File: src/rtl/signal_demodulator_if.sv
// Bus between the demodulator and its environment: sample/strobe inputs
// toward the demodulator and decided-bit outputs back.
interface signal_demodulator_if;
  logic [1:0]  mod_sel;
  logic        sample_valid;
  logic [11:0] sig_mod;
  logic [11:0] sig;
  logic        bit_strobe;
  logic        bit_out;
  logic        bit_valid;
  logic        short_err;
  logic [15:0] err_count;

  modport master (
    output mod_sel, sample_valid, sig_mod, sig, bit_strobe,
    input  bit_out, bit_valid, short_err, err_count
  );

  modport slave (
    input  mod_sel, sample_valid, sig_mod, sig, bit_strobe,
    output bit_out, bit_valid, short_err, err_count
  );
endinterface

File: src/rtl/signal_demodulator.sv
// signal_demodulator: recovers the keying bit from the modulated stream by
// integrating samples over one bit period (closed by bit_strobe) and applying
// a per-mode decision rule. The carrier reference gives coherent BPSK.
// Optional macro DEMOD_ERRCNT_EN enables the saturating error/abort counter;
// without it err_count is tied to zero.
module signal_demodulator #(
  parameter int ACC_W       = 32,
  parameter int CNT_W       = 16,
  parameter int MIN_SAMPLES = 4
) (
  input  logic                 clk,
  input  logic                 reset,
  signal_demodulator_if.slave  dm
);

  typedef enum logic [0:0] {SYNC = 1'b0, ACCUM = 1'b1} state_t;

  localparam logic [1:0]       MODE_ASK  = 2'b00;
  localparam logic [1:0]       MODE_OFF  = 2'b01;
  localparam logic [1:0]       MODE_BPSK = 2'b10;
  localparam logic [1:0]       MODE_FLK  = 2'b11;
  localparam logic [11:0]      SIG_NEG_FS = 12'h800;
  localparam logic [ACC_W-1:0] ACC_ZERO  = {ACC_W{1'b0}};
  localparam logic [ACC_W-1:0] ACC_ONE   = {{(ACC_W-1){1'b0}}, 1'b1};
  localparam logic [ACC_W-1:0] U_MAX     = {ACC_W{1'b1}};
  localparam logic [ACC_W-1:0] S_MAX     = {1'b0, {(ACC_W-1){1'b1}}};
  localparam logic [ACC_W-1:0] S_MIN     = {1'b1, {(ACC_W-1){1'b0}}};
  localparam logic [CNT_W-1:0] CNT_ZERO  = {CNT_W{1'b0}};
  localparam logic [CNT_W-1:0] CNT_ONE   = {{(CNT_W-1){1'b0}}, 1'b1};
  localparam logic [CNT_W-1:0] CNT_MAX   = {CNT_W{1'b1}};
  localparam logic [CNT_W-1:0] CNT_MIN   = CNT_W'(MIN_SAMPLES);

  // 13-bit magnitude so that -2048 maps to +2048 without overflow.
  function automatic logic [12:0] mag13(input logic [11:0] x);
    if (x[11]) return 13'd0 - {1'b1, x};
    else       return {1'b0, x};
  endfunction

  function automatic logic [ACC_W-1:0] add_usat(input logic [ACC_W-1:0] a,
                                                 input logic [ACC_W-1:0] b);
    logic [ACC_W:0] sum;
    sum = {1'b0, a} + {1'b0, b};
    if (sum[ACC_W]) return U_MAX;
    else            return sum[ACC_W-1:0];
  endfunction

  function automatic logic [ACC_W-1:0] add_ssat(input logic [ACC_W-1:0] a,
                                                 input logic [ACC_W-1:0] b);
    logic [ACC_W:0] sum;
    sum = {a[ACC_W-1], a} + {b[ACC_W-1], b};
    if (sum[ACC_W] != sum[ACC_W-1]) begin
      if (sum[ACC_W]) return S_MIN;
      else            return S_MAX;
    end else begin
      return sum[ACC_W-1:0];
    end
  endfunction

  state_t           state_r, state_nxt;
  logic [1:0]       mode_r;
  logic [ACC_W-1:0] acc_a_r, acc_b_r, acc_a_nxt, acc_b_nxt, acc_a_upd, acc_b_upd;
  logic [CNT_W-1:0] cnt_r, cnt_nxt, cnt_upd;
  logic             abort_s, decide_s, bit_dec_s, short_s;
  logic             bit_out_r, bit_valid_r, short_err_r;
  logic [23:0]      prod_s;
  logic [ACC_W-1:0] prod_ext_s, mag_s_ext, mag_r_ext, neg_fs_inc;

  // Coherent product and magnitudes, widened to accumulator width.
  assign prod_s     = {{12{dm.sig_mod[11]}}, dm.sig_mod} * {{12{dm.sig[11]}}, dm.sig};
  assign prod_ext_s = {{(ACC_W-24){prod_s[23]}}, prod_s};
  assign mag_s_ext  = {{(ACC_W-13){1'b0}}, mag13(dm.sig_mod)};
  assign mag_r_ext  = {{(ACC_W-13){1'b0}}, mag13(dm.sig)};
  assign neg_fs_inc = (dm.sig_mod == SIG_NEG_FS) ? ACC_ONE : ACC_ZERO;

  // Next-state, accumulator update and per-mode decision (includes same-cycle sample).
  always_comb begin
    state_nxt = state_r;
    acc_a_nxt = ACC_ZERO;
    acc_b_nxt = ACC_ZERO;
    cnt_nxt   = CNT_ZERO;
    acc_a_upd = acc_a_r;
    acc_b_upd = acc_b_r;
    cnt_upd   = cnt_r;
    abort_s   = 1'b0;
    decide_s  = 1'b0;
    bit_dec_s = 1'b0;
    short_s   = 1'b0;

    if (dm.sample_valid) begin
      if (cnt_r != CNT_MAX) cnt_upd = cnt_r + CNT_ONE;
      else                  cnt_upd = cnt_r;
      case (mode_r)
        MODE_ASK: begin
          acc_a_upd = add_usat(acc_a_r, mag_s_ext);
          acc_b_upd = add_usat(acc_b_r, mag_r_ext);
        end
        MODE_OFF: begin
          acc_a_upd = acc_a_r;
          acc_b_upd = acc_b_r;
        end
        MODE_BPSK: begin
          acc_a_upd = add_ssat(acc_a_r, prod_ext_s);
          acc_b_upd = acc_b_r;
        end
        MODE_FLK: begin
          acc_a_upd = add_usat(acc_a_r, neg_fs_inc);
          acc_b_upd = add_usat(acc_b_r, ACC_ONE);
        end
        default: begin
          acc_a_upd = acc_a_r;
          acc_b_upd = acc_b_r;
        end
      endcase
    end else begin
      cnt_upd = cnt_r;
    end

    case (mode_r)
      MODE_ASK:  bit_dec_s = (acc_a_upd > {1'b0, acc_b_upd[ACC_W-1:1]});
      MODE_OFF:  bit_dec_s = 1'b0;
      MODE_BPSK: bit_dec_s = ($signed(acc_a_upd) > $signed(ACC_ZERO));
      MODE_FLK:  bit_dec_s = !({acc_a_upd, 1'b0} > {1'b0, acc_b_upd});
      default:   bit_dec_s = 1'b0;
    endcase
    short_s = (cnt_upd < CNT_MIN);

    case (state_r)
      SYNC: begin
        // Samples discarded; the first strobe only opens a clean period.
        if (dm.bit_strobe) state_nxt = ACCUM;
        else               state_nxt = SYNC;
      end
      ACCUM: begin
        if (dm.mod_sel != mode_r) begin
          abort_s   = 1'b1;
          state_nxt = SYNC;
        end else if (dm.bit_strobe) begin
          decide_s  = 1'b1;
          state_nxt = ACCUM;
        end else begin
          acc_a_nxt = acc_a_upd;
          acc_b_nxt = acc_b_upd;
          cnt_nxt   = cnt_upd;
          state_nxt = ACCUM;
        end
      end
      default: state_nxt = SYNC;
    endcase
  end

  // FSM state register.
  always_ff @(posedge clk) begin
    if (reset) state_r <= SYNC;
    else       state_r <= state_nxt;
  end

  // Datapath registers and registered outputs.
  always_ff @(posedge clk) begin
    if (reset) begin
      mode_r      <= MODE_ASK;
      acc_a_r     <= ACC_ZERO;
      acc_b_r     <= ACC_ZERO;
      cnt_r       <= CNT_ZERO;
      bit_out_r   <= 1'b0;
      bit_valid_r <= 1'b0;
      short_err_r <= 1'b0;
    end else begin
      mode_r      <= dm.mod_sel;
      acc_a_r     <= acc_a_nxt;
      acc_b_r     <= acc_b_nxt;
      cnt_r       <= cnt_nxt;
      bit_valid_r <= decide_s;
      short_err_r <= decide_s & short_s;
      if (decide_s) bit_out_r <= bit_dec_s;
      else          bit_out_r <= bit_out_r;
    end
  end

  assign dm.bit_out   = bit_out_r;
  assign dm.bit_valid = bit_valid_r;
  assign dm.short_err = short_err_r;

`ifdef DEMOD_ERRCNT_EN
  logic [15:0] err_count_r;

  // Saturating count of short periods and mode-change aborts (never both on one edge).
  always_ff @(posedge clk) begin
    if (reset)
      err_count_r <= 16'h0000;
    else if ((abort_s | (decide_s & short_s)) && (err_count_r != 16'hFFFF))
      err_count_r <= err_count_r + 16'h0001;
    else
      err_count_r <= err_count_r;
  end

  assign dm.err_count = err_count_r;
`else
  assign dm.err_count = 16'h0000;
`endif

endmodule
File: src/flat_wrapper.sv
// flat-port wrapper written by rule: the top's interface ports become plain ports
module signal_demodulator_flat 
#(
  parameter int ACC_W       = 32,
  parameter int CNT_W       = 16,
  parameter int MIN_SAMPLES = 4
)
  (clk, reset, dm_mod_sel, dm_sample_valid, dm_sig_mod, dm_sig, dm_bit_strobe, dm_bit_out, dm_bit_valid, dm_short_err, dm_err_count);
  signal_demodulator_if dm_i ();
  input  logic clk;
  input  logic reset;
  input wire logic [$bits(dm_i.mod_sel)-1:0] dm_mod_sel;
  input wire logic [$bits(dm_i.sample_valid)-1:0] dm_sample_valid;
  input wire logic [$bits(dm_i.sig_mod)-1:0] dm_sig_mod;
  input wire logic [$bits(dm_i.sig)-1:0] dm_sig;
  input wire logic [$bits(dm_i.bit_strobe)-1:0] dm_bit_strobe;
  output wire logic [$bits(dm_i.bit_out)-1:0] dm_bit_out;
  output wire logic [$bits(dm_i.bit_valid)-1:0] dm_bit_valid;
  output wire logic [$bits(dm_i.short_err)-1:0] dm_short_err;
  output wire logic [$bits(dm_i.err_count)-1:0] dm_err_count;
  assign dm_i.mod_sel = dm_mod_sel;
  assign dm_i.sample_valid = dm_sample_valid;
  assign dm_i.sig_mod = dm_sig_mod;
  assign dm_i.sig = dm_sig;
  assign dm_i.bit_strobe = dm_bit_strobe;
  assign dm_bit_out = dm_i.bit_out;
  assign dm_bit_valid = dm_i.bit_valid;
  assign dm_short_err = dm_i.short_err;
  assign dm_err_count = dm_i.err_count;
  signal_demodulator #(.ACC_W(ACC_W), .CNT_W(CNT_W), .MIN_SAMPLES(MIN_SAMPLES)) u_core (.clk(clk), .reset(reset), .dm(dm_i));
endmodule
File: config.mk
export PLATFORM = sky130hd
export DESIGN_NAME = signal_demodulator_flat
export DESIGN_NICKNAME = d
export VERILOG_FILES = /design/src/rtl/signal_demodulator_if.sv /design/src/rtl/signal_demodulator.sv /design/src/flat_wrapper.sv
export SDC_FILE = /design/constraint.sdc
export NUM_CORES = 1
export LEC_CHECK = 0
export BUFFER_PORTS_ARGS = -buffer_cell sky130_fd_sc_hd__buf_2
export CORE_ASPECT_RATIO = 0.8
export CORE_MARGIN = 2
export CORE_UTILIZATION = 45
export DETAILED_ROUTE_END_ITERATION = 8
export GPL_ROUTABILITY_DRIVEN = 0
export MAX_ROUTING_LAYER = met4
export SYNTH_ARGS = -nofsm -noshare
export SYNTH_HDL_FRONTEND = slang
export SYNTH_SLANG_ARGS = --single-unit
File: constraint.sdc
create_clock -name clk -period 13 [get_ports clk]
set_input_delay 1.3 -clock clk [delete_from_list [all_inputs] [get_ports clk]]
set_output_delay 1.3 -clock clk [all_outputs]
set_load 0.03 [all_outputs]
==> results <==
- Across the whole layout, storage elements account for about 1700 sq um.
- The most frequent cell after synthesis is sky130_fd_sc_hd__inv_1.
- The worst reg-to-reg setup slack is between 4000 and 5000 ps.
- Using the TritonRoute via totals, the vias-per-cell ratio works out to about 6.
- The floorplan step defined a core boundary enclosing around 39,000 sq um.
- For this run, design rule violations remaining after detail routing come to 0.
- Max-cap violations in this run came to 0.
- The time the worst path needs with I/O delays and setup is 10,620 ps.
- Among the stages of the critical path, the cell type that occurs most often is sky130_fd_sc_hd__fa_1.
- The worst register-to-register path ends at u_core.dm.bit_out.
- The highest-delay cell along the critical path is sky130_fd_sc_hd__nor4_4.
- The number of buffers created by CTS is 9.
- The post-synthesis instance total is between 2k and 2.5k.
- Once detailed placement completed, the half-perimeter wirelength came to 42.7 mm.
- The multi-input combinational cells in the finished layout cover a total of approximately 14,000 sq um.
- The arrival time of data at the critical path endpoint is around 11,000 ps.
- The total overflow left after global routing is 0.
- The worst register-to-register path begins at u_core.acc_a_r[8].
- Yosys printed 0 warnings.
- The initial core utilization is 45.4%.
- For this run, the leading register cell type out of synthesis is sky130_fd_sc_hd__dfxtp_1.
- The async set-reset flop share out of synthesis is 0%.
- The maximum clock frequency is roughly 94 MHz.
- The share of the clock period used by the worst path is 81.7%.
- For the final routed database, the setup TNS stands at 0 ps.
- The clock-pin slew on the worst setup and hold paths is roughly 80 ps.
- The first global-routing pass estimated between 80 and 90 mm of wire.
- The cell area that synthesis handed to floorplanning was about 18,000 sq um.
- The mean area per synthesized cell is 7.72 sq um.
- The worst setup path is captured at a register.
- In this run the worst hold path is classified as register to register.
- The startpoint identified for the worst hold timing path is u_core.cnt_r[10].
- The worst setup path is of the input port to register kind.
- The proportion of synthesized chip area in sequential cells is 9.70%.
- The TritonCTS clock tree is built.
- The commonest cells after synthesis are sky130_fd_sc_hd__inv_1 (267), sky130_fd_sc_hd__nand2_1 (226), sky130_fd_sc_hd__fa_1 (201).
- In this run, post-CTS hold repair placed 0 buffers.
- In this run the count of I/O pins placed on the die edge is 49.
- The number of levels in the clock H-tree is 3.
- The residual antenna-violating net count after detailed routing is 0.
- CTS saw 86 sinks.
- The pin count of the biggest net entering global routing is a little under 60.
- The final count of hold timing violations is 0.
- The clock tree root driver cell is sky130_fd_sc_hd__clkbuf_16.
- The number of global-route vias before repair was 15.5k.
- Along the worst path, the maximum fanout reaches 24.
- Setup violations remaining at the end of the flow were counted as 0.
- Global routing used around 28% of the available tracks.
- The final hold slack is 535 ps.
- The distinct cell type count of the synthesized netlist is 100.
- The worst hold path was traced through 2 stages.
- The number of nets in the layout is approximately 2.6k.
- For this run, the slowest stage of the critical path takes approximately 870 ps.
- The routed design has between 50 and 60 mm of wire.
- The buffer depth of the longest clock path is 2.
- The flow ran to the end, and the final reports show no timing, DRC or antenna violations.
- Setup repair after global routing left no endpoint under its margin.
- STA puts the critical path data required time at about 13,000 ps.
- The post-route netlist has between 5 and 6% of its cells at a drive strength greater than 1.
- The number of port buffers is 32.
- By area the synthesized netlist is led by sky130_fd_sc_hd__fa_1 (23%), sky130_fd_sc_hd__ha_1 (11%), sky130_fd_sc_hd__dfxtp_1 (9.7%).
- The filler cells instantiated in the layout total around 3.9k.
- The placement row count is 65.
- The post-synthesis sequential element count is 86.
- The number of setup buffers added after CTS is 0.
- The die covers roughly 40,000 sq um.
- The number of enable flip-flop cells after synthesis is 0.
- STA classifies the critical path startpoint as an input port.
- After the first detailed-routing iteration, the DRC count stood at 1,885.
- The routed layout has around 17k vias.
- The transition time of the tightest slew-check pin is around 1100 ps.
- The total of cells resized after clock tree synthesis is 0.
- The final-report max-slew violation count is 0.
- The fraction of synthesized cell area taken by the top area cell type is between 20% and 30%.
- The clock arrives with 16.9 ps of skew.
- The biggest area contributor in the post-synthesis netlist is sky130_fd_sc_hd__fa_1.
- The worst min-delay path endpoint is u_core.cnt_r[10].
- Before antenna repair, the detailed router went through 8 iterations.
- The worst register-to-register path has a depth of 29.
- The wire length per cell is between 15 and 20 microns.
- The area growth from synthesis to final layout is 3.94%.
- The initial antenna violation count is 2.
- The headroom to the max-slew limit is 28.7%.
- In this run the vertical extent of the chip is ~180 microns.
- For the worst-skew pair, the clock arrives at the later sink with an insertion delay of 370 ps.
- The floorplan step set the die width to ~230 microns.
## worst max-delay path by stage
stage               cells after the start  slack (ps)                 to           start
floorplan                              37        3220  u_core.dm.bit_out  dm_sig_mod[11]
global placement                       32        2260  u_core.dm.bit_out  dm_sig_mod[11]
detailed placement                     32        2100  u_core.dm.bit_out  dm_sig_mod[11]
CTS                                    32        2450  u_core.dm.bit_out  dm_sig_mod[11]
global route                           33        1640  u_core.dm.bit_out  dm_sig_mod[11]
finish                                 32        2380  u_core.dm.bit_out  dm_sig_mod[11]
## through the flow
step	util [%]	instances	setup slack, ps	instance area, sq um
after detailed placement	46.4	2774	2100	18200
after global routing	47.1	2792	1640	18400
after global placement	46.4	2774	2260	18200
final	47.1	2792	2380	18400
after floorplan	-	2317	3220	17800
after CTS	47.1	2790	2450	18400
## worst max-delay path, delay by kind of cell
family | cells | cell delay, ps
adder cells (fa/ha/maj) | 8 | 3980
AO/OA/AOI/OAI | 12 | 2440
AND/OR/NAND/NOR | 7 | 1930
buffers and inverters | 5 | 1220
## cells by family after synthesis
| group | synth area share (%) |
|---|---|
| DFF | 9.70 |
| muxes | 0.402 |
| other | 0.0211 |
| AOI/OAI and AO/OA | 21.1 |
| adders and majority gates | 33.6 |
| xor gates and xnor gates | 4.34 |
| buffers and inverters | 9.31 |
| and+or+nand+nor | 21.5 |
## cell usage in the layout (no fill, tap or decap), types with 7 or more instances in the layout
cell type,Yosys,layout
sky130_fd_sc_hd__a211oi_1,27,27
sky130_fd_sc_hd__a21o_1,49,49
sky130_fd_sc_hd__a21oi_1,151,151
sky130_fd_sc_hd__a221oi_1,20,20
sky130_fd_sc_hd__a31oi_1,20,20
sky130_fd_sc_hd__and2_1,87,87
sky130_fd_sc_hd__and3_1,30,30
sky130_fd_sc_hd__buf_2,11,32
sky130_fd_sc_hd__buf_4,18,20
sky130_fd_sc_hd__clkbuf_16,0,9
sky130_fd_sc_hd__conb_1,1,18
sky130_fd_sc_hd__dfxtp_1,86,86
sky130_fd_sc_hd__fa_1,201,201
sky130_fd_sc_hd__ha_1,153,152
sky130_fd_sc_hd__inv_1,267,267
sky130_fd_sc_hd__nand2_1,226,226
sky130_fd_sc_hd__nand2b_1,17,17
sky130_fd_sc_hd__nand3_1,71,71
sky130_fd_sc_hd__nand4_1,37,37
sky130_fd_sc_hd__nor2_1,188,188
sky130_fd_sc_hd__nor2b_1,8,8
sky130_fd_sc_hd__nor3_1,49,48
sky130_fd_sc_hd__nor4_1,15,14
sky130_fd_sc_hd__o211ai_1,18,18
sky130_fd_sc_hd__o21a_1,16,16
sky130_fd_sc_hd__o21ai_0,139,139
sky130_fd_sc_hd__o21ai_1,8,8
sky130_fd_sc_hd__o21bai_1,19,19
sky130_fd_sc_hd__o22ai_1,26,26
sky130_fd_sc_hd__o31ai_1,11,11
sky130_fd_sc_hd__or3_1,9,8
sky130_fd_sc_hd__or4_1,7,7
sky130_fd_sc_hd__xnor2_1,62,62
sky130_fd_sc_hd__xor2_1,26,26
## routing by layer
layer	part of all wire (%)	routed length [microns]	global-route usage, %
met3	8.7	4780	4.85
met4	2.7	1490	6.74
met1	46	24900	40.2
met5	0	0	-
met2	43	23400	40.0
## area by class of cell
class                      count  share of cell area [%]
antenna                        2                  0.0271
sequential                    86                    9.33
tap                          536                    3.64
timing repair buffer          52                    1.68
inverter                     270                    5.49
multi-input combinational   1830                    78.3
clock buffer                  10                    1.24
clock inverter                 6                   0.237
## state kept, by name, indices dropped and copies added (netlist names)
register	cells
u_core.acc_a_r	32
u_core.acc_b_r	32
u_core.cnt_r	16
u_core.mode_r	2
u_core.dm.bit_out	1
u_core.dm.bit_valid	1
u_core.dm.short_err	1
u_core.state_r	1
Power is left out: the tool's default activity adds up to more than one toggle a clock period on the data nets, which glitch-free logic cannot reach.
